### src/rtl/reg_bank_bist.sv
// reg_bank_bist: built-in self test for a 32 x 32-bit register bank.
// Writes a known pattern into every register, reads the bank back two
// registers per cycle and reports pass/fail, the first failing register
// and the number of mismatching reads. Register 0 is written with ZPAT
// to prove it is hardwired to zero.
module reg_bank_bist #(
  parameter int unsigned MULT = 12,
  parameter logic [31:0] ZPAT = 32'hFFFF_FFFF
) (
  input  logic        clk,
  input  logic        reset,
  input  logic        start,
  output logic [4:0]  WriteRegister,
  output logic        RegWrite,
  output logic [31:0] WriteData,
  output logic [4:0]  ReadRegister1,
  output logic [4:0]  ReadRegister2,
  input  logic [31:0] ReadData1,
  input  logic [31:0] ReadData2,
  output logic        busy,
  output logic        done,
  output logic        pass,
  output logic [4:0]  fail_reg,
  output logic [5:0]  fail_count
);

  typedef enum logic [1:0] {
    S_IDLE,
    S_WRITE,
    S_READ,
    S_DONE
  } state_t;

  state_t      r_state;
  state_t      w_state_nxt;
  logic [4:0]  r_idx;
  logic [4:0]  w_idx_nxt;
  logic [4:0]  w_idx_inc;

  // Next values of the registered outputs.
  logic [4:0]  w_write_register;
  logic        w_reg_write;
  logic [31:0] w_write_data;
  logic [4:0]  w_read_register1;
  logic [4:0]  w_read_register2;
  logic        w_busy;
  logic        w_done;
  logic        w_pass;
  logic [4:0]  w_fail_reg;
  logic [5:0]  w_fail_count;

  // Read-back comparison for the current pair.
  logic [4:0]  w_addr1;
  logic [4:0]  w_addr2;
  logic        w_miss1;
  logic        w_miss2;
  logic [6:0]  w_sum;
  logic [5:0]  w_fc_sat;

  // Pattern written to register idx (idx > 0), truncated to 32 bits.
  function automatic logic [31:0] f_pattern(input logic [4:0] idx);
    f_pattern = 32'(MULT) * {27'd0, idx};
  endfunction

  // Value a correct bank returns: register 0 always reads zero.
  function automatic logic [31:0] f_expect(input logic [4:0] idx);
    f_expect = (idx == 5'd0) ? 32'd0 : f_pattern(idx);
  endfunction

  assign w_idx_inc = r_idx + 5'd1;
  assign w_addr1   = {r_idx[3:0], 1'b0};
  assign w_addr2   = {r_idx[3:0], 1'b1};
  assign w_miss1   = (ReadData1 != f_expect(w_addr1));
  assign w_miss2   = (ReadData2 != f_expect(w_addr2));
  assign w_sum     = {1'b0, fail_count} + 7'(w_miss1) + 7'(w_miss2);
  // Saturate at 32 so the count can never wrap.
  assign w_fc_sat  = (w_sum > 7'd32) ? 6'd32 : w_sum[5:0];

  // Next-state and next-output decode; outputs are registered below so the
  // values computed here appear during the state being entered.
  always_comb begin
    // NOTE: every signal gets a default before the case so no path leaves it
    // unassigned, which would otherwise infer a latch.
    w_state_nxt      = r_state;
    w_idx_nxt        = r_idx;
    w_write_register = 5'd0;
    w_reg_write      = 1'b0;
    w_write_data     = 32'd0;
    w_read_register1 = 5'd0;
    w_read_register2 = 5'd0;
    w_busy           = 1'b0;
    w_done           = 1'b0;
    w_pass           = pass;
    w_fail_reg       = fail_reg;
    w_fail_count     = fail_count;

    case (r_state)
      S_IDLE: begin
        if (start) begin
          w_state_nxt  = S_WRITE;
          w_idx_nxt    = 5'd0;
          w_reg_write  = 1'b1;
          w_write_data = ZPAT;
          w_busy       = 1'b1;
          w_pass       = 1'b0;
          w_fail_reg   = 5'd0;
          w_fail_count = 6'd0;
        end
      end

      S_WRITE: begin
        w_busy = 1'b1;
        if (r_idx == 5'd31) begin
          w_state_nxt      = S_READ;
          w_idx_nxt        = 5'd0;
          w_read_register1 = 5'd0;
          w_read_register2 = 5'd1;
        end else begin
          w_idx_nxt        = w_idx_inc;
          w_reg_write      = 1'b1;
          w_write_register = w_idx_inc;
          w_write_data     = f_pattern(w_idx_inc);
        end
      end

      S_READ: begin
        w_fail_count = w_fc_sat;
        // Only the first mismatch of the run is recorded; port 1 wins a tie.
        if (fail_count == 6'd0) begin
          if (w_miss1)      w_fail_reg = w_addr1;
          else if (w_miss2) w_fail_reg = w_addr2;
        end
        if (r_idx == 5'd15) begin
          w_state_nxt = S_DONE;
          w_idx_nxt   = 5'd0;
          w_done      = 1'b1;
          w_pass      = (w_fc_sat == 6'd0);
        end else begin
          w_idx_nxt        = w_idx_inc;
          w_busy           = 1'b1;
          w_read_register1 = {w_idx_inc[3:0], 1'b0};
          w_read_register2 = {w_idx_inc[3:0], 1'b1};
        end
      end

      S_DONE: begin
        w_state_nxt = S_IDLE;
        w_idx_nxt   = 5'd0;
      end

      default: begin
        w_state_nxt = S_IDLE;
        w_idx_nxt   = 5'd0;
      end
    endcase
  end

  // State, index and output registers with synchronous reset.
  always_ff @(posedge clk) begin
    // NOTE: sequential state uses non-blocking assignments so every register
    // samples the pre-edge values, independent of statement order.
    if (reset) begin
      r_state       <= S_IDLE;
      r_idx         <= 5'd0;
      WriteRegister <= 5'd0;
      RegWrite      <= 1'b0;
      WriteData     <= 32'd0;
      ReadRegister1 <= 5'd0;
      ReadRegister2 <= 5'd0;
      busy          <= 1'b0;
      done          <= 1'b0;
      pass          <= 1'b0;
      fail_reg      <= 5'd0;
      fail_count    <= 6'd0;
    end else begin
      r_state       <= w_state_nxt;
      r_idx         <= w_idx_nxt;
      WriteRegister <= w_write_register;
      RegWrite      <= w_reg_write;
      WriteData     <= w_write_data;
      ReadRegister1 <= w_read_register1;
      ReadRegister2 <= w_read_register2;
      busy          <= w_busy;
      done          <= w_done;
      pass          <= w_pass;
      fail_reg      <= w_fail_reg;
      fail_count    <= w_fail_count;
    end
  end

endmodule

### config.mk
export PLATFORM = sky130hd
export DESIGN_NAME = reg_bank_bist
export DESIGN_NICKNAME = d
export VERILOG_FILES = /design/src/rtl/reg_bank_bist.sv
export SDC_FILE = /design/constraint.sdc
export NUM_CORES = 1
export LEC_CHECK = 0
export ABC_AREA = 1
export BUFFER_PORTS_ARGS = -buffer_cell sky130_fd_sc_hd__buf_2
export CAP_MARGIN = 15
export CORE_ASPECT_RATIO = 2
export CORE_MARGIN = 4
export CORE_UTILIZATION = 50
export CTS_BUF_LIST = sky130_fd_sc_hd__clkbuf_2
export DETAILED_ROUTE_END_ITERATION = 6
export PLACE_DENSITY = 0.83
export SETUP_SLACK_MARGIN = 0.2
export SYNTH_ARGS = -nofsm -noshare
export SYNTH_HDL_FRONTEND = slang
export SYNTH_SLANG_ARGS = --single-unit
### constraint.sdc
create_clock -name clk -period 4 [get_ports clk]
set_input_delay 0.8 -clock clk [delete_from_list [all_inputs] [get_ports clk]]
set_output_delay 0.8 -clock clk [all_outputs]
set_load 0.005 [all_outputs]
After elaboration in Yosys (flattened, before gate mapping). Cells that the tools add are included.

Reduce and logical (&&, ||, !) cells: 13. Add/subtract/negate cells: 3. Muxes and demuxes: 32. Bitwise logic cells: 2. Magnitude comparators: 1. Equal/unequal tests: 12. Multipliers: 3.

Operators with widths (count): 32-bit by 9-bit inequality test with 1-bit output (2); 32-bit case mux with 2 select lines (1); 5-bit two-way mux (7); 32-bit two-way mux (1); 9-bit two-way mux (3); 5-bit case mux with 2 select lines (2); 5-bit case mux with 4 select lines (1); 2-bit by 5-bit multiplier with 7-bit output, first input constant (2); 6-bit logical NOT (2); 6-bit two-way mux (2); 6-bit case mux with 2 select lines (1); 5-bit logical NOT (2); 2-bit inequality test, second input constant (4); 2-bit case mux with 4 select lines (1); 6-bit by 1-bit adder with 7-bit output (1); 7-bit by 1-bit adder with 7-bit output (1); 7-bit by 6-bit > comparator with 1-bit output, second input constant (1); 1-bit two-way mux (7); 2-bit by 4-bit multiplier with 6-bit output, first input constant (1); 2-bit two-way mux (3); 3-bit AND reduction (2); 5-bit by 1-bit adder with 5-bit output, second input constant (1); 5-bit by 4-bit == test with 1-bit output, second input constant (1); 5-bit == test, second input constant (1); 12 further kinds (16).

Flip-flop bits (word level): 69. Word-level logic and storage cells: 79. Bits of input ports: 67. Output and inout bits: 62.

Depth between registers and ports, before layout. Gate-level depths: netlist (run 1).

Depth in word-level cells: 10. Depth in mapped cells: 22. Gate-level depth less buffers: 22.

Worst setup path after synthesis (run 1). No wires, ideal clock.

Path type: reg-to-reg. Start: register r_idx[0]. End: register pass. Slack: 775 ps. Buffers on the path: 0. Library setup time: 132 ps. Cell stages (with the launch flop): 22. Period minus slack after synthesis: 3225 ps. Arrival time: 3093 ps. Data required time: 3868 ps. Cell sequence: dfxtp_1 ha_1 inv_1 fa_1 inv_1 nand2_1 nand2_1 nand2_1 nand3_1 nor4_1 fa_1 inv_1 ha_1 nand2_1 inv_1 nand2_1 xor2_1 nand4_1 o21ai_2 nand2_1 nand2_1 a21oi_1.

Longest elaborated chain between the ends: 10. Elaborated cells between the ends (all ways): 18. Classes of those cells: add/sub: 2; mul: 2; order compare: 1; eq/ne: 4; mux: 5; reduce/logical: 4.

Ends and longest elaborated chain: start, declared (line 36) `logic [4:0] r_idx;`; start signal, assigned (line 177) `r_idx <= w_idx_nxt;`; 2-bit by 4-bit multiplier with 6-bit output or 5-bit logical NOT (tied branches) (line 62, 67); 9-bit two-way mux (line 67) `f_expect = (idx == 5'd0) ? 32'd0 : f_pattern(idx);`; 32-bit by 9-bit inequality test with 1-bit output (line 73) `assign w_miss1 = (ReadData1 != f_expect(w_addr1));`; 6-bit by 1-bit adder with 7-bit output (line 75) `assign w_sum = {1'b0, fail_count} + 7'(w_miss1) + 7'(w_miss2);`; 7-bit by 1-bit adder with 7-bit output (line 75); 7-bit by 6-bit > comparator with 1-bit output (line 77) `assign w_fc_sat = (w_sum > 7'd32) ? 6'd32 : w_sum[5:0];`; 6-bit two-way mux (line 77); 6-bit logical NOT (line 137) `w_pass = (w_fc_sat == 6'd0);`; 1-bit two-way mux (line 133) `if (r_idx == 5'd15) begin`; 1-bit case mux with 2 select lines (line 97) `case (r_state)`; end signal, assigned (line 185) `pass <= w_pass;`; end, declared (line 22) `output logic pass,`.

Several ways; a longest one is shown, not always the timed one. The select of a mux whose other input is x is not followed. A chain may end at the register's enable or synchronous reset.

Worst setup path in the final report (run 1).
Start: register r_idx[1]. End: register pass.

The elaborated chain is that of the path after synthesis.

==> results of run 1 <==
-- worst max-delay path, cell delays in order (launching register included) --
cell and delay [ps]:
dfxtp_4 460, ha_4 170, inv_1 70, fa_2 530
inv_1 60, nand2_1 60, nand2_1 40, nand2_1 80
nand3_1 100, nor4_2 300, buf_4 160, fa_1 160
inv_1 60, ha_1 190, nand2_1 60, inv_1 40
nand2_1 120, xor2_2 190, nand4_1 120, o21ai_2 210
nand2_1 80, nand2_1 60, a21oi_1 50
-- cells in the final DEF (no fill, tap or decap), types with 6 or more instances in the layout --
| cell | synthesis | routed |
|---|---|---|
| nor2_1 | 69 | 69 |
| nand4_1 | 10 | 10 |
| nand2_1 | 99 | 99 |
| buf_2 | 0 | 127 |
| nand3_1 | 24 | 24 |
| inv_1 | 64 | 62 |
| nor3_1 | 6 | 6 |
| dfxtp_1 | 44 | 41 |
| ha_1 | 20 | 17 |
| a21oi_1 | 27 | 26 |
| xor2_1 | 7 | 6 |
| o21ai_0 | 8 | 8 |
-- stage by stage --
step / hold slack [ps] / setup slack, ps / instance area, um2 / utilization (%) / std cells
5_1_grt: 487 / 198 / 3700 / 63.7 / 620
2_1_floorplan: 442 / 775 / 3030 / - / 448
6_report: 467 / 545 / 3700 / 63.7 / 620
4_1_cts: 468 / 307 / 3610 / 62.2 / 617
3_5_place_dp: 441 / 348 / 3540 / 61.0 / 609
3_3_place_gp: 434 / 501 / 3540 / 61.0 / 609
-- worst min path at each step --
stage	start	endpoint	slack (ps)	cells after the start
after floorplan	fail_reg[0]	fail_reg[0]	440	2
after detailed placement	fail_reg[0]	fail_reg[0]	440	2
after global routing	fail_reg[0]	fail_reg[0]	490	2
after CTS	fail_reg[0]	fail_reg[0]	470	2
final	fail_reg[0]	fail_reg[0]	470	2
after global placement	fail_reg[0]	fail_reg[0]	430	2
-- power by group through the flow --
stage	registers [uW]	logic [uW]	clock network, uW
floorplan	563	444	0
finish	553	622	268
global placement	557	598	0
global route	563	702	282
CTS	551	609	269
detailed placement	561	606	0
-- repair_timing --
action                     in CTS  in global routing
gates resized for setup         0                 17
setup buffers                   0                  2
setup endpoints to repair       0                  4
-- cell families (layout without fill, tap and decap cells) --
family / Yosys count / count (layout) / share of synthesized area [%]
DFF: 44 / 44 / 29.1
buffers and inverters: 95 / 205 / 15.3
other: 1 / 2 / 0.124
AOI/OAI and AO/OA: 44 / 44 / 8.56
and+or+nand+nor: 232 / 232 / 33.7
adders and majority gates: 24 / 24 / 10.9
xor gates and xnor gates: 8 / 8 / 2.32
-- per-layer routing --
layer  share of wire [%]  GRT usage, %  up-vias
met3                 6.8          1.91       17
met2                  56          40.8      133
li1                    -             -     1602
met1                  34          18.4     1400
met5                   0             0        -
met4                 3.1          10.4        0
-- layout make-up --
| cell class | instances | area (um2) |
|---|---|---|
| antenna | 1 | 2.50 |
| clock inverter | 3 | 46.3 |
| inverter | 65 | 251 |
| timing repair buffer | 132 | 673 |
| clock buffer | 5 | 25.0 |
| multi-input combinational | 309 | 1730 |
| sequential | 44 | 890 |
| fill | 516 | 2110 |
| tap | 61 | 76.3 |
==> results by group, run 1 <==
Power
  • Maximum vdd drop: 0.167 mV
  • Net Switching: 592 uW
  • Power consumption: between 1000 and 1500 uW
  • Switching Share: 41.0%
  • Leakage power: just over 0.002 uW
  • Pwr/cell area: about 390 nW/um2
  • Sequential power share: a little under two fifths
  • Clock power frac: 18.6%
  • Internal power: ~850 uW
  • Comb power frac: ~43%

Die
  • Core area: just under 6000 um2
  • Die Ht: 118 um
  • Initial core utilization: 52.1%
  • Standard-cell row count: 39
  • Die width: roughly 63 um
  • Die area: between 7000 and 8000 um2
  • Top Ports: approximately 130

Final layout
  • Reg with most FFs: WriteData
  • Final net count: about 650
  • Layout area overhead: 22.1%
  • Share of post-route cells with drive strength above 1: 30.3%
  • Max reg flops: 8
  • Top flop regs: WriteData: 8 flops, fail_count: 6 flops

Global routing
  • GRT overflow: 0
  • Antenna violations before repair: 1
  • Tot GR Track Use: ~20%
  • Number of global-route vias before repair: about 3000
  • First-pass GRT wire length: ~12 mm
  • Largest net degree at the start of global routing: 26

Placed design
  • IO buf count: around 130
  • RePlAce Congestion: roughly 0.88
  • Hpwl dp: approximately 6.2 mm

Timing
  • Setup TNS: 0 ps
  • Final setup viols: 0
  • F_max: around 0.29 GHz
  • Skew final: between 30 and 40 ps
  • Max-slew violation count: 0
  • Period utilization: 86.4%
  • Final hold violation count: 0
  • RSZ-0062 raised after global routing: no
  • Final critical path time including I/O delays and setup: approximately 3500 ps
  • Worst-Margin Slew: ~540 ps
  • Slew margin rel.: between 60% and 70%

Setup path
  • Worst setup SP type: flop
  • Reg-to-Reg Start: r_idx[1]
  • Worst Path Max Fanout: 6
  • WP data required: 4380 ps
  • CP startpoint: r_idx[1]
  • Worst reg2reg path depth: 22
  • Crit path to: pass
  • Reg2Reg Setup Slack: between 500 and 600 ps
  • CP arrival: approximately 3800 ps
  • Nature of the critical path endpoint: flop
  • Critical path type: flop to flop
  • Worst r2r dst: pass

Routing
  • Final WL: 7.57 mm
  • Via count: ~3200
  • Post-route ant nets: 0
  • DR DRC count: 0
  • Drt pass-1 iters: 6
  • WL per Instance: around 12 um
  • Initial detailed-routing violation count: 105
  • Via/cell ratio: ~5.1

Synthesis
  • Synthesized area: 3030 um2
  • Top cell type's share of synthesized area: between 20 and 30%
  • Ys Warns: 0
  • EDFF count, synth: 0
  • Cell taking the most area after synthesis: dfxtp_1
  • Mean post-synth cell area: between 6 and 7 um2
  • Post-synthesis cell count: around 450
  • Leading post-synthesis cells by cell area: dfxtp_1, nand2_1, nor2_1
  • Netlist cell types: 39
  • Synth async-reset ratio: 0%
  • Count leader, synth: nand2_1
  • Synth cell count leaders: nand2_1, nor2_1, inv_1, dfxtp_1, a21oi_1
  • #FFs+latches synth: 44
  • Fraction of the yosys area taken by sequential cells: 29.1%
  • Synth Flop Type: dfxtp_1
  • Post-synth net total: approximately 540

Clock tree
  • CTS Buf Count: 5
  • CTS root buffer: clkbuf_2
  • Hold buffers post-CTS: 0
  • Worst-path clk slew: between 200 and 300 ps
  • # H-tree levels: 2
  • CTS tree: yes
  • Total clock sinks: 44
  • Bufs on Longest Clock Path: 2
  • Insertion delay to the later sink of the worst-skew pair: ~460 ps

Worst hold path
  • Worst hold-check path type: flop to flop

Outcome
  • Outcome: finished, final reports clean

Run
  • Max-cap violations: 0
Power figures use the tool's default switching activity.
==> inputs of run 2 (changes only) <==
--- a/config.mk
+++ b/config.mk
@@ -8,12 +8,14 @@
 export ABC_AREA = 1
 export BUFFER_PORTS_ARGS = -buffer_cell sky130_fd_sc_hd__buf_2
 export CAP_MARGIN = 15
+export CELL_PAD_IN_SITES_DETAIL_PLACEMENT = 0
+export CELL_PAD_IN_SITES_GLOBAL_PLACEMENT = 1
 export CORE_ASPECT_RATIO = 2
 export CORE_MARGIN = 4
-export CORE_UTILIZATION = 50
+export CORE_UTILIZATION = 34
 export CTS_BUF_LIST = sky130_fd_sc_hd__clkbuf_2
 export DETAILED_ROUTE_END_ITERATION = 6
-export PLACE_DENSITY = 0.83
+export PLACE_DENSITY_LB_ADDON = 0.1
 export SETUP_SLACK_MARGIN = 0.2
 export SYNTH_ARGS = -nofsm -noshare
 export SYNTH_HDL_FRONTEND = slang
==> run 2 against run 1 <==
Compared with the run above: cell count grew 6.8%; critical path type unchanged; critical endpoint is now fail_count[2]; power fell by 4.5%; via count shrank 2.2%; highest routed layer unchanged; sequential share of layout area decreased by 0.31 points; global-route usage down 4.2 points; largest power group unchanged.
==> results by group, run 2 (synthesized netlist as in run 1, its figures left out) <==
Placed design
  • RePlAce Congestion: a little under 0.9
  • Total placed cells including tap cells: approximately 650
  • Hpwl dp: approximately 7 mm
  • IO buf count: between 100 and 150

Setup path
  • Worst Path Max Fanout: 5
  • Reg2Reg Setup Slack: roughly 510 ps
  • Slowest-stage cell, CP: fa_2
  • Critical path buffers and inverters: 5
  • Worst path max stage delay: roughly 610 ps
  • Critical path type: flop to flop
  • WP data required: about 4400 ps
  • Crit path max-delay family: adder cells
  • Worst r2r dst: fail_count[2]
  • Worst setup SP type: flop
  • CP arrival: 3870 ps
  • Crit path to: fail_count[2]
  • CP Depth: 20
  • Reg-to-Reg Start: r_idx[1]
  • CP dominant cell by count: nand2_1
  • CP startpoint: r_idx[1]
  • Nature of the critical path endpoint: flop
  • Worst reg2reg path depth: 20
  • Ordered list of cells on the worst path: clkinvlp_4 > fa_2 > inv_1 > nand2_1 > nand2_1 > nand2_1 > nand3_1 > nor4_2 > buf_4 > fa_1 > inv_1 > ha_1 > nand2_1 > inv_1 > nand2_1 > xor2_2 > nand4_1 > o21ai_2 > nand3_1 > a21oi_1

Final layout
  • Reg with most FFs: WriteData
  • Top flop regs: WriteData: 8 flops, fail_count: 6 flops
  • Max reg flops: 8
  • Final net count: 652
  • Filler-free cell count of the finished design: ~660
  • Commonest cells after routing, fill and taps aside: buf_2, nand2_1, nor2_1, inv_1, dfxtp_1
  • Commonest non-fill, non-tap cell in the layout: buf_2
  • Layout area overhead: 23.7%
  • Share of post-route cells with drive strength above 1: 30.7%

Timing
  • Final setup viols: 0
  • F_max: around 0.29 GHz
  • Setup TNS: 0 ps
  • Skew final: 24.2 ps
  • Final hold violation count: 0
  • Slew margin rel.: between 60% and 70%
  • Worst-Margin Slew: ~530 ps
  • RSZ-0062 raised after global routing: no
  • Max-slew violation count: 0
  • Period utilization: 87.4%
  • Final critical path time including I/O delays and setup: approximately 3500 ps

Power
  • Sequential power share: about two fifths
  • Maximum vdd drop: around 0.12 mV
  • Pwr/cell area: 368 nW/um2
  • Net Switching: just under 600 uW
  • Comb power frac: between 40% and 50%
  • Internal power: a little under 800 uW
  • Clock power frac: 13.6%
  • Leakage power: between 0.002 and 0.0025 uW
  • Switching Share: between 40 and 50%

Clock tree
  • Total clock sinks: 44
  • Bufs on Longest Clock Path: 2
  • # H-tree levels: 2
  • CTS Buf Count: 5
  • CTS root buffer: clkbuf_2
  • CTS tree: yes
  • Insertion delay to the later sink of the worst-skew pair: between 400 and 500 ps
  • Worst-path clk slew: ~230 ps

Routing
  • Via count: around 3000
  • WL per Instance: about 12 um
  • Post-route ant nets: 0
  • Drt pass-1 iters: 4
  • DR DRC count: 0
  • Final WL: between 8 and 9 mm
  • Via/cell ratio: 4.66
  • Initial detailed-routing violation count: about 120

Die
  • Standard-cell row count: 48
  • Die Ht: between 100 and 150 um
  • Core area: 8650 um2
  • Die area: 10600 um2
  • Top Ports: approximately 130
  • Initial core utilization: 35.0%
  • Die width: 74.7 um

Global routing
  • Antenna violations before repair: 1
  • GRT overflow: 0
  • Tot GR Track Use: 15.8%
  • Number of global-route vias before repair: 2961
  • First-pass GRT wire length: ~13 mm
  • Largest net degree at the start of global routing: 26

Worst hold path
  • Worst hold-check path type: flop to flop

Outcome
  • Outcome: finished, final reports clean

Run
  • Max-cap violations: 0
-- run 2: how the worst min path moves through the flow --
stage                startpoint     endpoint  slack [ps]  cells past startpoint
detailed placement  fail_reg[0]  fail_reg[0]         440                      2
finish              fail_reg[0]  fail_reg[0]         460                      2
CTS                 fail_reg[0]  fail_reg[0]         470                      2
floorplan           fail_reg[0]  fail_reg[0]         440                      2
global route        fail_reg[0]  fail_reg[0]         500                      2
global placement    fail_reg[0]  fail_reg[0]         430                      2
-- run 2: metrics by stage --
step	utilization (%)	setup WS (ps)	power, uW	hold WS (ps)	cell area [um2]
5_1_grt	43.3	200	1500	497	3740
6_report	43.3	505	1380	459	3740
2_1_floorplan	-	775	1010	442	3030
3_5_place_dp	41.5	293	1190	440	3590
3_3_place_gp	41.5	381	1190	435	3590
4_1_cts	42.0	223	1370	466	3630
-- run 2: what timing repair did --
item,4_1_cts,5_1_grt
gates resized for setup,0,17
endpoints found under the setup margin,0,5
buffers inserted,0,6
hold buffers,0,0
-- run 2: area by class of cell --
class                   instances  area (um2)
clock inverters                 2        12.5
fillers                       947        4900
well taps                     100         125
multi-input cells             309        1730
inverters                      65         251
flip-flops and latches         44         890
clock buffers                   5        25.0
diodes                          1        2.50
repair buffers                136         703
-- run 2: per-layer routing --
layer / vias up / track usage, % / wire length (um)
met5: - / 0 / 0
met4: 0 / 6.57 / 246
met2: 97 / 32.2 / 4700
met1: 1363 / 14.4 / 2770
met3: 14 / 2.06 / 428
li1: 1609 / - / -
-- run 2: worst min-delay path: stages (launching register included) --
cell	delay [ps]
dfxtp_1	360
inv_1	40
a21oi_1	50
-- run 2: power by group through the flow --
stage / Clock, uW / Combinational (uW) / Sequential [uW]
final: 187 / 641 / 551
after global routing: 209 / 729 / 561
after CTS: 192 / 629 / 552
after detailed placement: 0 / 627 / 561
after global placement: 0 / 629 / 559
after floorplan: 0 / 444 / 563
